$ cat config.mk
export PLATFORM = sky130hd
export DESIGN_NAME = mic1_uart_rx
export DESIGN_NICKNAME = d
export VERILOG_FILES = /design/src/rtl/mic1_uart_pkg.sv /design/src/rtl/mic1_sync_fifo.sv /design/src/rtl/mic1_uart_rx.sv
export SDC_FILE = /design/constraint.sdc
export NUM_CORES = 1
export LEC_CHECK = 0
export CORE_ASPECT_RATIO = 0.75
export CORE_UTILIZATION = 49
export DETAILED_ROUTE_END_ITERATION = 10
export PLACE_DENSITY = 0.77
export REMOVE_ABC_BUFFERS = 1
export SLEW_MARGIN = 20
export SYNTH_ARGS = -nofsm -noshare
export SYNTH_HDL_FRONTEND = slang
export SYNTH_SLANG_ARGS = --single-unit
$ cat constraint.sdc
create_clock -name clk -period 3.73 [get_ports clk]
set_clock_uncertainty 0.15 [all_clocks]
set_input_delay 0.746 -clock clk [delete_from_list [all_inputs] [get_ports clk]]
set_output_delay 0.746 -clock clk [all_outputs]
set_load 0.1 [all_outputs]
$ cat src/rtl/mic1_uart_pkg.sv
// mic1_uart_pkg: shared state type and default parameters for the MIC-1 UART RX/TX blocks
package mic1_uart_pkg;
  typedef enum logic [2:0] {IDLE, START, DATA, STOP, BREAK} uart_rx_state_t;
  localparam int BAUD_CLKS_DEFAULT = 1250;
  localparam int FIFO_DEPTH_DEFAULT = 4;
endpackage

$ cat src/rtl/mic1_sync_fifo.sv
// mic1_sync_fifo: synchronous FIFO with a registered head-of-queue output
// Ports: clk, resetn (async active-low), i_push/i_din write side,
//        i_pop read side, o_dout registered head, o_full, o_empty.
module mic1_sync_fifo #(
  parameter int WIDTH = 8,
  parameter int DEPTH = 4
) (
  input  logic             clk,
  input  logic             resetn,
  input  logic             i_push,
  input  logic [WIDTH-1:0] i_din,
  input  logic             i_pop,
  output logic [WIDTH-1:0] o_dout,
  output logic             o_full,
  output logic             o_empty
);
  localparam int AW = $clog2(DEPTH);
  logic [WIDTH-1:0] r_mem [DEPTH];
  logic [WIDTH-1:0] r_dout;
  logic [AW:0]      r_wptr, r_rptr;
  logic [AW:0]      w_rptr_n;
  logic             w_push_ok, w_pop_ok;
  assign o_empty   = r_wptr == r_rptr;
  assign o_full    = (r_wptr[AW] != r_rptr[AW]) && (r_wptr[AW-1:0] == r_rptr[AW-1:0]);
  assign w_pop_ok  = i_pop && !o_empty;
  // a pop on the same edge frees the slot, so a push into a full FIFO is still taken
  assign w_push_ok = i_push && (!o_full || w_pop_ok);
  assign w_rptr_n  = r_rptr + (AW+1)'(w_pop_ok);
  assign o_dout    = r_dout;
  always_ff @(posedge clk)
    if (w_push_ok) r_mem[r_wptr[AW-1:0]] <= i_din;
  always_ff @(posedge clk or negedge resetn)
    if (!resetn) begin
      r_wptr <= '0;
      r_rptr <= '0;
      r_dout <= '0;
    end else begin
      r_wptr <= r_wptr + (AW+1)'(w_push_ok);
      r_rptr <= w_rptr_n;
      // head register tracks the entry at the next read pointer; when that
      // slot is the one being written now, take the incoming data directly
      if (w_rptr_n != r_wptr) r_dout <= r_mem[w_rptr_n[AW-1:0]];
      else if (w_push_ok) r_dout <= i_din;
    end
endmodule

$ cat src/rtl/mic1_uart_rx.sv
// mic1_uart_rx: 8N1 UART receiver with start/stop checking and a byte FIFO
// Ports: clk, resetn (async active-low), rx serial input (idles high),
//        rd_data/rd_valid/rd_ready FIFO read port (pop on valid && ready),
//        frame_err and overrun sticky flags, err_clr clears both.
module mic1_uart_rx import mic1_uart_pkg::*; #(
  parameter int CLKS_PER_BIT = BAUD_CLKS_DEFAULT,
  parameter int FIFO_DEPTH   = FIFO_DEPTH_DEFAULT
) (
  input  logic       clk,
  input  logic       resetn,
  input  logic       rx,
  output logic [7:0] rd_data,
  output logic       rd_valid,
  input  logic       rd_ready,
  output logic       frame_err,
  output logic       overrun,
  input  logic       err_clr
);
  localparam int CW = $clog2(CLKS_PER_BIT);
  localparam logic [CW-1:0] HALF = CW'(CLKS_PER_BIT/2 - 1);
  localparam logic [CW-1:0] FULL = CW'(CLKS_PER_BIT - 1);
  uart_rx_state_t r_state;
  logic [CW-1:0]  r_cnt;
  logic [2:0]     r_idx;
  logic [7:0]     r_shift;
  logic           r_rx_meta, r_rx_s;
  logic           r_frame_err, r_overrun;
  logic           w_tick, w_push, w_ferr, w_drop, w_full, w_empty;
  assign w_tick    = r_cnt == '0;
  assign w_push    = r_state == STOP && w_tick && r_rx_s;
  assign w_ferr    = r_state == STOP && w_tick && !r_rx_s;
  // full implies non-empty, so rd_ready alone tells whether a pop frees a slot
  assign w_drop    = w_push && w_full && !rd_ready;
  assign rd_valid  = !w_empty;
  assign frame_err = r_frame_err;
  assign overrun   = r_overrun;
  always_ff @(posedge clk or negedge resetn)
    if (!resetn) begin
      r_rx_meta   <= 1'b1;
      r_rx_s      <= 1'b1;
      r_frame_err <= 1'b0;
      r_overrun   <= 1'b0;
    end else begin
      r_rx_meta   <= rx;
      r_rx_s      <= r_rx_meta;
      r_frame_err <= w_ferr | (r_frame_err & ~err_clr);
      r_overrun   <= w_drop | (r_overrun & ~err_clr);
    end
  always_ff @(posedge clk or negedge resetn)
    if (!resetn) begin
      r_state <= IDLE;
      r_cnt   <= '0;
      r_idx   <= '0;
      r_shift <= '0;
    end else begin
      r_cnt <= w_tick ? '0 : r_cnt - CW'(1);
      case (r_state)
        IDLE:  if (!r_rx_s) begin
                 r_cnt   <= HALF;
                 r_state <= START;
               end
        START: if (w_tick) begin
                 r_state <= r_rx_s ? IDLE : DATA;
                 r_cnt   <= FULL;
                 r_idx   <= '0;
               end
        DATA:  if (w_tick) begin
                 r_shift[r_idx] <= r_rx_s;
                 r_cnt          <= FULL;
                 r_idx          <= r_idx + 3'd1;
                 if (r_idx == 3'd7) r_state <= STOP;
               end
        STOP:  if (w_tick) r_state <= r_rx_s ? IDLE : BREAK;
        BREAK: if (r_rx_s) r_state <= IDLE;
        default: r_state <= IDLE;
      endcase
    end
  mic1_sync_fifo #(.WIDTH(8), .DEPTH(FIFO_DEPTH)) u_fifo (
    .clk    (clk),
    .resetn (resetn),
    .i_push (w_push),
    .i_din  (r_shift),
    .i_pop  (rd_ready),
    .o_dout (rd_data),
    .o_full (w_full),
    .o_empty(w_empty)
  );
endmodule
* Yosys cells after proc, flatten, opt, wreduce, memory -nomap -nowiden
Memories as Yosys holds them, arrays and structs flattened.
Index checks and enable logic that the tools add are counted.
** Operators by class
- Bitwise gates (word level) :: 5
- Equal/unequal tests :: 15
- Magnitude comparators :: 2
- Add/sub/neg operators :: 4
- Reduce and logical (&&, ||, !) cells :: 22
- Shifts and indexed selects :: 0
- Divide/modulo/power cells :: 0
- $mul :: 0
- Multiplexer cells :: 23
** Operators by type and width (number)
- $mux 11 :: 3
- $mux 3 :: 9
- $pmux 11 s2 :: 1
- $mux 8 :: 2
- $pmux 3 s5 :: 1
- $ne 2x2->1 const B :: 6
- $logic_not 11->1 :: 1
- $sub 11x1->11 const B :: 1
- $logic_and 1x1->1 :: 9
- $bwmux 8 :: 1
- $add 3x1->3 :: 2
- $eq 3x2->1 const B :: 2
- $eq 3x3->1 const B :: 2
- $pmux 3 s2 :: 1
- $reduce_and 6->1 :: 1
- $logic_not 1->1 :: 4
- $lt 3x4->1 const B :: 1
- $reduce_bool 2->1 :: 2
- $add 3x1->3 const B :: 1
- $demux 1 s3 :: 1
- $eq 3x1->1 const B :: 1
- $eq 3x3->1 :: 1
- $ge 3x1->1 const B :: 1
- $logic_not 3->1 :: 1
- 12 further kinds :: 16
** Word-level totals
- RAM bits :: 32
- Output and inout bits :: 11
- Word-level logic and storage cells :: 83
- Bits in registers :: 43
- Memories kept :: 1
- Latch bits :: 0
- Memory bits (read-only) :: 0
** Memories
- u_fifo.r_mem :: words 4, bits a word 8, rd ports 1, clocked after Yosys merged registers in 0, wr ports 1, line mic1_sync_fifo.sv:18 : logic [WIDTH-1:0] r_mem [DEPTH];

* Logic depth before layout (Yosys ltp)
- Depth in word-level cells :: 7
- Mapped depth :: 12

* Hierarchy
A second synthesis with hierarchy kept.
** Second synthesis, totals
- Cell total of the unflattened synthesis :: 246
- Area total of the unflattened synthesis :: 3380.7 µm²
** Modules (own cells, without submodules)
- mic1_sync_fifo :: cells an instance 107, area an instance 1900.6 µm², seq. area each 1311.3 µm², times used 1
- mic1_uart_rx :: cells an instance 139, area an instance 1480.2 µm², seq. area each 728.2 µm², times used 1

* Least setup slack after synthesis
OpenSTA, ideal clock, no wires.
- Path type :: register to register
- Start :: register u_fifo.r_wptr[1]
- End :: register u_fifo.r_dout[6] (netlist: u_fifo.o_dout[6])
- Cell stages (with the launch flop) :: 13
- Data required time :: 3498 ps
- Path buffers :: 2
- Path slack :: 99 ps
- Arrival :: 3399 ps
- Library setup time :: 82 ps
- Cell sequence :: dfrtp_1 > xor2_1 > nor2_1 > nand2_1 > and2_1 > ha_1 > ha_1 > clkbuf_1 > xor2_1 > nor3_1 > buf_2 > nor2_1 > a31oi_1
** Between the ends
- Longest elaborated chain between the ends :: 6
- Elaborated cells on any way between the ends :: 13
- Those cells by class :: add/sub (1); eq/ne (3); mux (1); reduce/logical (7); memory (1)
** RTL lines
- start: declaration :: line mic1_sync_fifo.sv:20 : logic [AW:0] r_wptr, r_rptr;
- start signal: assignment :: line mic1_sync_fifo.sv:38 : r_wptr <= r_wptr + (AW+1)'(w_push_ok);
- $eq 3x3->1 (*) :: line mic1_sync_fifo.sv:23 : assign o_empty = r_wptr == r_rptr;
- $logic_not 1->1 (*)
- named net rd_valid :: line mic1_uart_rx.sv:13 : output logic rd_valid,
- $logic_and 1x1->1 (*) :: line mic1_sync_fifo.sv:25 : assign w_pop_ok = i_pop && !o_empty;
- $add 3x1->3 (*) :: line mic1_sync_fifo.sv:28 : assign w_rptr_n = r_rptr + (AW+1)'(w_pop_ok);
- named net u_fifo.w_rptr_n[1] :: line mic1_sync_fifo.sv:21 : logic [AW:0] w_rptr_n;
- $mem_v2 4x8 or $ne 3x3->1 (tied branches)
- $mux 8 or $reduce_bool 2->1 (tied branches)
- end signal: assignment :: line mic1_sync_fifo.sv:42 : if (w_rptr_n != r_wptr) r_dout <= r_mem[w_rptr_n[AW-1:0]];
- end signal: assignment :: line mic1_sync_fifo.sv:43 : else if (w_push_ok) r_dout <= i_din;
- end: declaration :: line mic1_sync_fifo.sv:19 : logic [WIDTH-1:0] r_dout;
The timed path passes the listed nets; every way through them passes the cells marked *.
A chain may end at the register's enable or synchronous reset.

* Worst setup path after layout
- Start :: register u_fifo.r_wptr[1]
- End :: register u_fifo.r_dout[1] (netlist: u_fifo.o_dout[1])
** Between the ends
- Longest elaborated chain between the ends :: 6
- Elaborated cells on any way between the ends :: 13
- Those cells by class :: add/sub (1); eq/ne (3); mux (1); reduce/logical (7); memory (1)
** RTL lines (line)
- $eq 3x3->1 (*) :: mic1_sync_fifo.sv:23
- $logic_not 1->1 (*) :: mic1_sync_fifo.sv:25
- $logic_and 1x1->1 (*) :: mic1_sync_fifo.sv:25
- $add 3x1->3 (*) :: mic1_sync_fifo.sv:28
- named net u_fifo.w_rptr_n[1] :: mic1_sync_fifo.sv:21
- $mem_v2 4x8 or $ne 3x3->1 (tied branches)
- $mux 8 or $reduce_bool 2->1 (tied branches)
Marked as above.

==> summary.txt <==
Outcome
  – Run status: finished, final reports clean

Critical path
  – R2r endpoint: u_fifo.o_dout[1]$_DFFE_PN0P_
  – Setup Crit Path Kind: flip-flop to flip-flop
  – R2R Setup Slk: ~0.86 ns
  – FF-to-FF path depth: 11
  – Worst r2r src: u_fifo.r_wptr[1]$_DFF_PN0_
  – Maximum fanout along the worst path: 16
  – CP Launch Type: flip-flop
  – CP arrival: 2.98 ns
  – Critical path, cell by cell: xor2_1 > nor2_1 > nand2_1 > and2_1 > ha_1 > ha_1 > xor2_1 > nor3_1 > buf_4 > nor2_1 > a31oi_1
  – CP required: ~3.8 ns
  – Slowest stage cell, crit path: ha_1
  – Crit-path max cell delay: between 0.5 and 0.6 ns
  – Endpoint class of the critical path: flip-flop

Cells and area
  – Fin area: 3910 um^2
  – Syn-to-layout area delta: 11.8%
  – Layout cell share with drive strength beyond 1: between 15 and 20%
  – # diodes: 0
  – Most frequent cells in the layout: 41 x dfrtp_1, 32 x edfxtp_1, 21 x nor2_1
  – Nets: 300
  – Commonest non-fill, non-tap cell in the layout: dfrtp_1

Route
  – Drt initial violations: 92
  – Vias per std cell: 5.77
  – Routed Antenna Nets: 0
  – Via Count: roughly 2200
  – Avg WL per Cell: around 17 um
  – Remaining DRCs: 0
  – Pre-Repair DR Iteration Count: 4
  – Final WL: about 6.7 mm

Clock tree
  – CTS buffer count: 9
  – H-tree Lvls: 3
  – Clock Pin Slew Worst Setup and Hold Paths: 0.08 ns
  – Latest clock arrival within the worst-skew pair: 0.34 ns
  – CTS root buf: clkbuf_8
  – Post_cts resized: 0
  – Post-CTS setup repair buffer count: 0
  – Max clock buf depth: 2
  – Clock sinks: 75
  – TritonCTS clock tree: yes
  – CTS Hold Buffers Added: 0

Floorplanning
  – FP Rows: 26
  – Core ar.: a little under 7000 um^2
  – Starting Density: between 50% and 60%
  – Die span in x: roughly 100 um
  – Die area: around 7500 um^2
  – Die Ht: ~75 um
  – IO Pins: 16

Power
  – Cell Int Power: about 0.0011 W
  – Clk pwr share: a little under two fifths
  – Static leakage: between 1.5 and 2 nW
  – Sequential Power Share: 60.6%
  – Sw Share: ~22%
  – Power consumption: approximately 0.0014 W
  – Switching component of the power: between 0.0003 and 0.0004 W
  – Worst IR drop on VDD: about 0.26 mV
  – Comb pwr share: under 10%
  – P per Cell Area: 363 nW/um^2

Synthesis
  – Synth async-reset ratio: a little under three fifths
  – Post-Syn Area: between 3000 and 4000 um^2
  – Top_reg_cell synth: dfrtp_1
  – Largest family of logic cells by synthesized area: simple AND/OR/NAND/NOR gates
  – Post-Synth Adder-Cell Area: 2.86%
  – Post-Synth XOR/XNOR Area: around 4.2%
  – Mapped Avg Cell Area: ~13 um^2
  – Post-Synth Simple-Gate Area: between 15 and 20%
  – Synth Area in Compound Gates: ~7.5%
  – Sequential fraction of the synthesis area: approximately three fifths
  – Post-synth EDFFs: 32
  – Post-synth cell types: 53
  – Flops & latches, synth: 75
  – Mux contribution to synthesized area: between 8 and 9%
  – Yosys warning total: 0
  – Gate Count Post-Synth: around 270

Global routing
  – Vias in the first global route: about 2200
  – First-pass GRT wire length: about 11 mm
  – Total global routing overflow: 0
  – Initial antenna violation count: 0
  – Largest net degree at the start of global routing: 44
  – Total track usage: between 20% and 30%

STA
  – RSZ-0062 raised after global routing: no
  – Tmin final: 2.87 ns
  – Max-slew headroom: about a third
  – Worst-Margin Slew: 0.981 ns
  – Setup slack after layout: 0.856 ns
  – Setup violators final: 0
  – Final Cycle Share: 77.0%
  – Fmax: roughly 350 MHz
  – Max-slew violation count: 0
  – Hold WS: 0.172 ns
  – Hold violation count in the final report: 0

Flow run
  – Number of max-cap violations: 0

Worst hold path
  – Min-delay worst type: primary input to asynchronous set/reset pin

Placed design
  – PortBufs: 15
  – Pre-CTS setup slack: about 0.6 ns
  – Hpwl dp: ~4.4 mm
  – DP Area: around 3700 um^2
  – GPL Wtd Cong: around 0.76
-- per-stage QoR --
| step | utilization (%) | cells | TNS [ns] |
|---|---|---|---|
| final | 57.0 | 390 | 0 |
| after global routing | 57.0 | 390 | 0 |
| after CTS | 56.7 | 389 | 0 |
| after detailed placement | 54.2 | 373 | 0 |
| after global placement | 54.2 | 373 | 0 |
| after floorplan | - | 253 | -0.380 |
-- Yosys cell counts (2+ instances only) --
cell	n	share of area, %
dfrtp_1	41	29
edfxtp_1	32	27
nor2_1	21	2.3
o21ai_0	17	2.4
and2_1	11	2.0
nand2_1	11	1.2
nand4_1	10	1.8
xor2_1	10	2.5
a31oi_1	9	1.6
ha_1	8	2.9
mux4_2	8	5.2
clkbuf_1	7	0.75
inv_1	7	0.75
mux2_2	6	1.9
nor3_1	6	0.86
nand3_1	5	0.72
nand4b_1	4	1.0
xnor2_1	4	1.0
a211oi_1	3	0.64
buf_2	3	0.43
mux2_1	3	0.97
nor2b_1	3	0.54
nor3b_1	3	0.64
nor4_4	3	1.8
a21oi_1	2	0.29
and4b_1	2	0.57
buf_8	2	0.86
dfstp_2	2	1.5
-- state kept, by name, summed over array words and instances (netlist names) --
signal and flops:
r_shift 8, r_rx_s 1, overrun 1, u_fifo.o_dout 8, u_fifo.r_mem 32, r_cnt 11
u_fifo.r_rptr 3, frame_err 1, r_idx 3, r_state 3, r_rx_meta 1, u_fifo.r_wptr 3
-- final cells by class --
| type | instances | area (um^2) |
|---|---|---|
| Fill cell | 565 | 2950 |
| Clock buffer | 9 | 124 |
| Sequential cell | 75 | 2040 |
| Multi-Input combinational cell | 171 | 1340 |
| Clock inverter | 7 | 43.8 |
| Tap cell | 98 | 123 |
| Inverter | 7 | 26.3 |
| Timing Repair Buffer | 23 | 215 |
-- power by group through the flow --
stage	clock [W]	combinational, W	sequential [W]
after floorplan	0	0.000000801	0.000876
after global placement	0	0.0000144	0.000877
after detailed placement	0	0.0000145	0.000877
after CTS	0.000555	0.0000145	0.000860
after global routing	0.000592	0.0000188	0.000860
final	0.000544	0.0000161	0.000860
-- worst max-delay path by stage --
| stage | from | end | slack (ns) | cells after the start |
|---|---|---|---|---|
| finish | u_fifo.r_wptr[1]$_DFF_PN0_ | u_fifo.o_dout[1]$_DFFE_PN0P_ | 0.86 | 11 |
| global route | u_fifo.r_wptr[1]$_DFF_PN0_ | u_fifo.o_dout[4]$_DFFE_PN0P_ | 0.63 | 10 |
| CTS | u_fifo.r_wptr[1]$_DFF_PN0_ | u_fifo.o_dout[1]$_DFFE_PN0P_ | 0.85 | 11 |
| detailed placement | rd_ready | u_fifo.o_dout[1]$_DFFE_PN0P_ | 0.58 | 8 |
| global placement | rd_ready | u_fifo.o_dout[3]$_DFFE_PN0P_ | 0.68 | 6 |
| floorplan | u_fifo.r_wptr[1]$_DFF_PN0_ | u_fifo.o_dout[0]$_DFFE_PN0P_ | -0.05 | 10 |
-- kinds of logic (layout without fill, tap and decap cells) --
kind of cell / after synthesis / after routing
XOR/XNOR: 15 / 15
AND/OR/NAND/NOR: 89 / 89
multiplexers: 17 / 17
adder cells (fa/ha/maj): 8 / 8
AO/OA/AOI/OAI: 42 / 42
flip-flops: 75 / 75
buffers and inverters: 22 / 46
-- per-layer routing --
layer / GRT usage [%] / wire [um] / share of wire (%) / up-vias
met4: 5.88 / 71 / 1.1 / 0
met1: 29.3 / 3320 / 50 / 1140
met5: 0 / 0 / 0 / -
met2: 30.0 / 2970 / 45 / 52
met3: 6.59 / 315 / 4.7 / 7
li1: - / - / - / 1050
-- worst max-delay path, delay by kind of cell, from the launching register on --
| kind | cells | cell delay, ns |
|---|---|---|
| AO/OA/AOI/OAI | 1 | 0.17 |
| XOR/XNOR | 2 | 0.35 |
| adder cells (fa/ha/maj) | 2 | 0.76 |
| buffers and inverters | 1 | 0.25 |
| flip-flops | 1 | 0.48 |
| AND/OR/NAND/NOR | 5 | 0.62 |
Note: power is estimated with default switching activity, not from simulation.
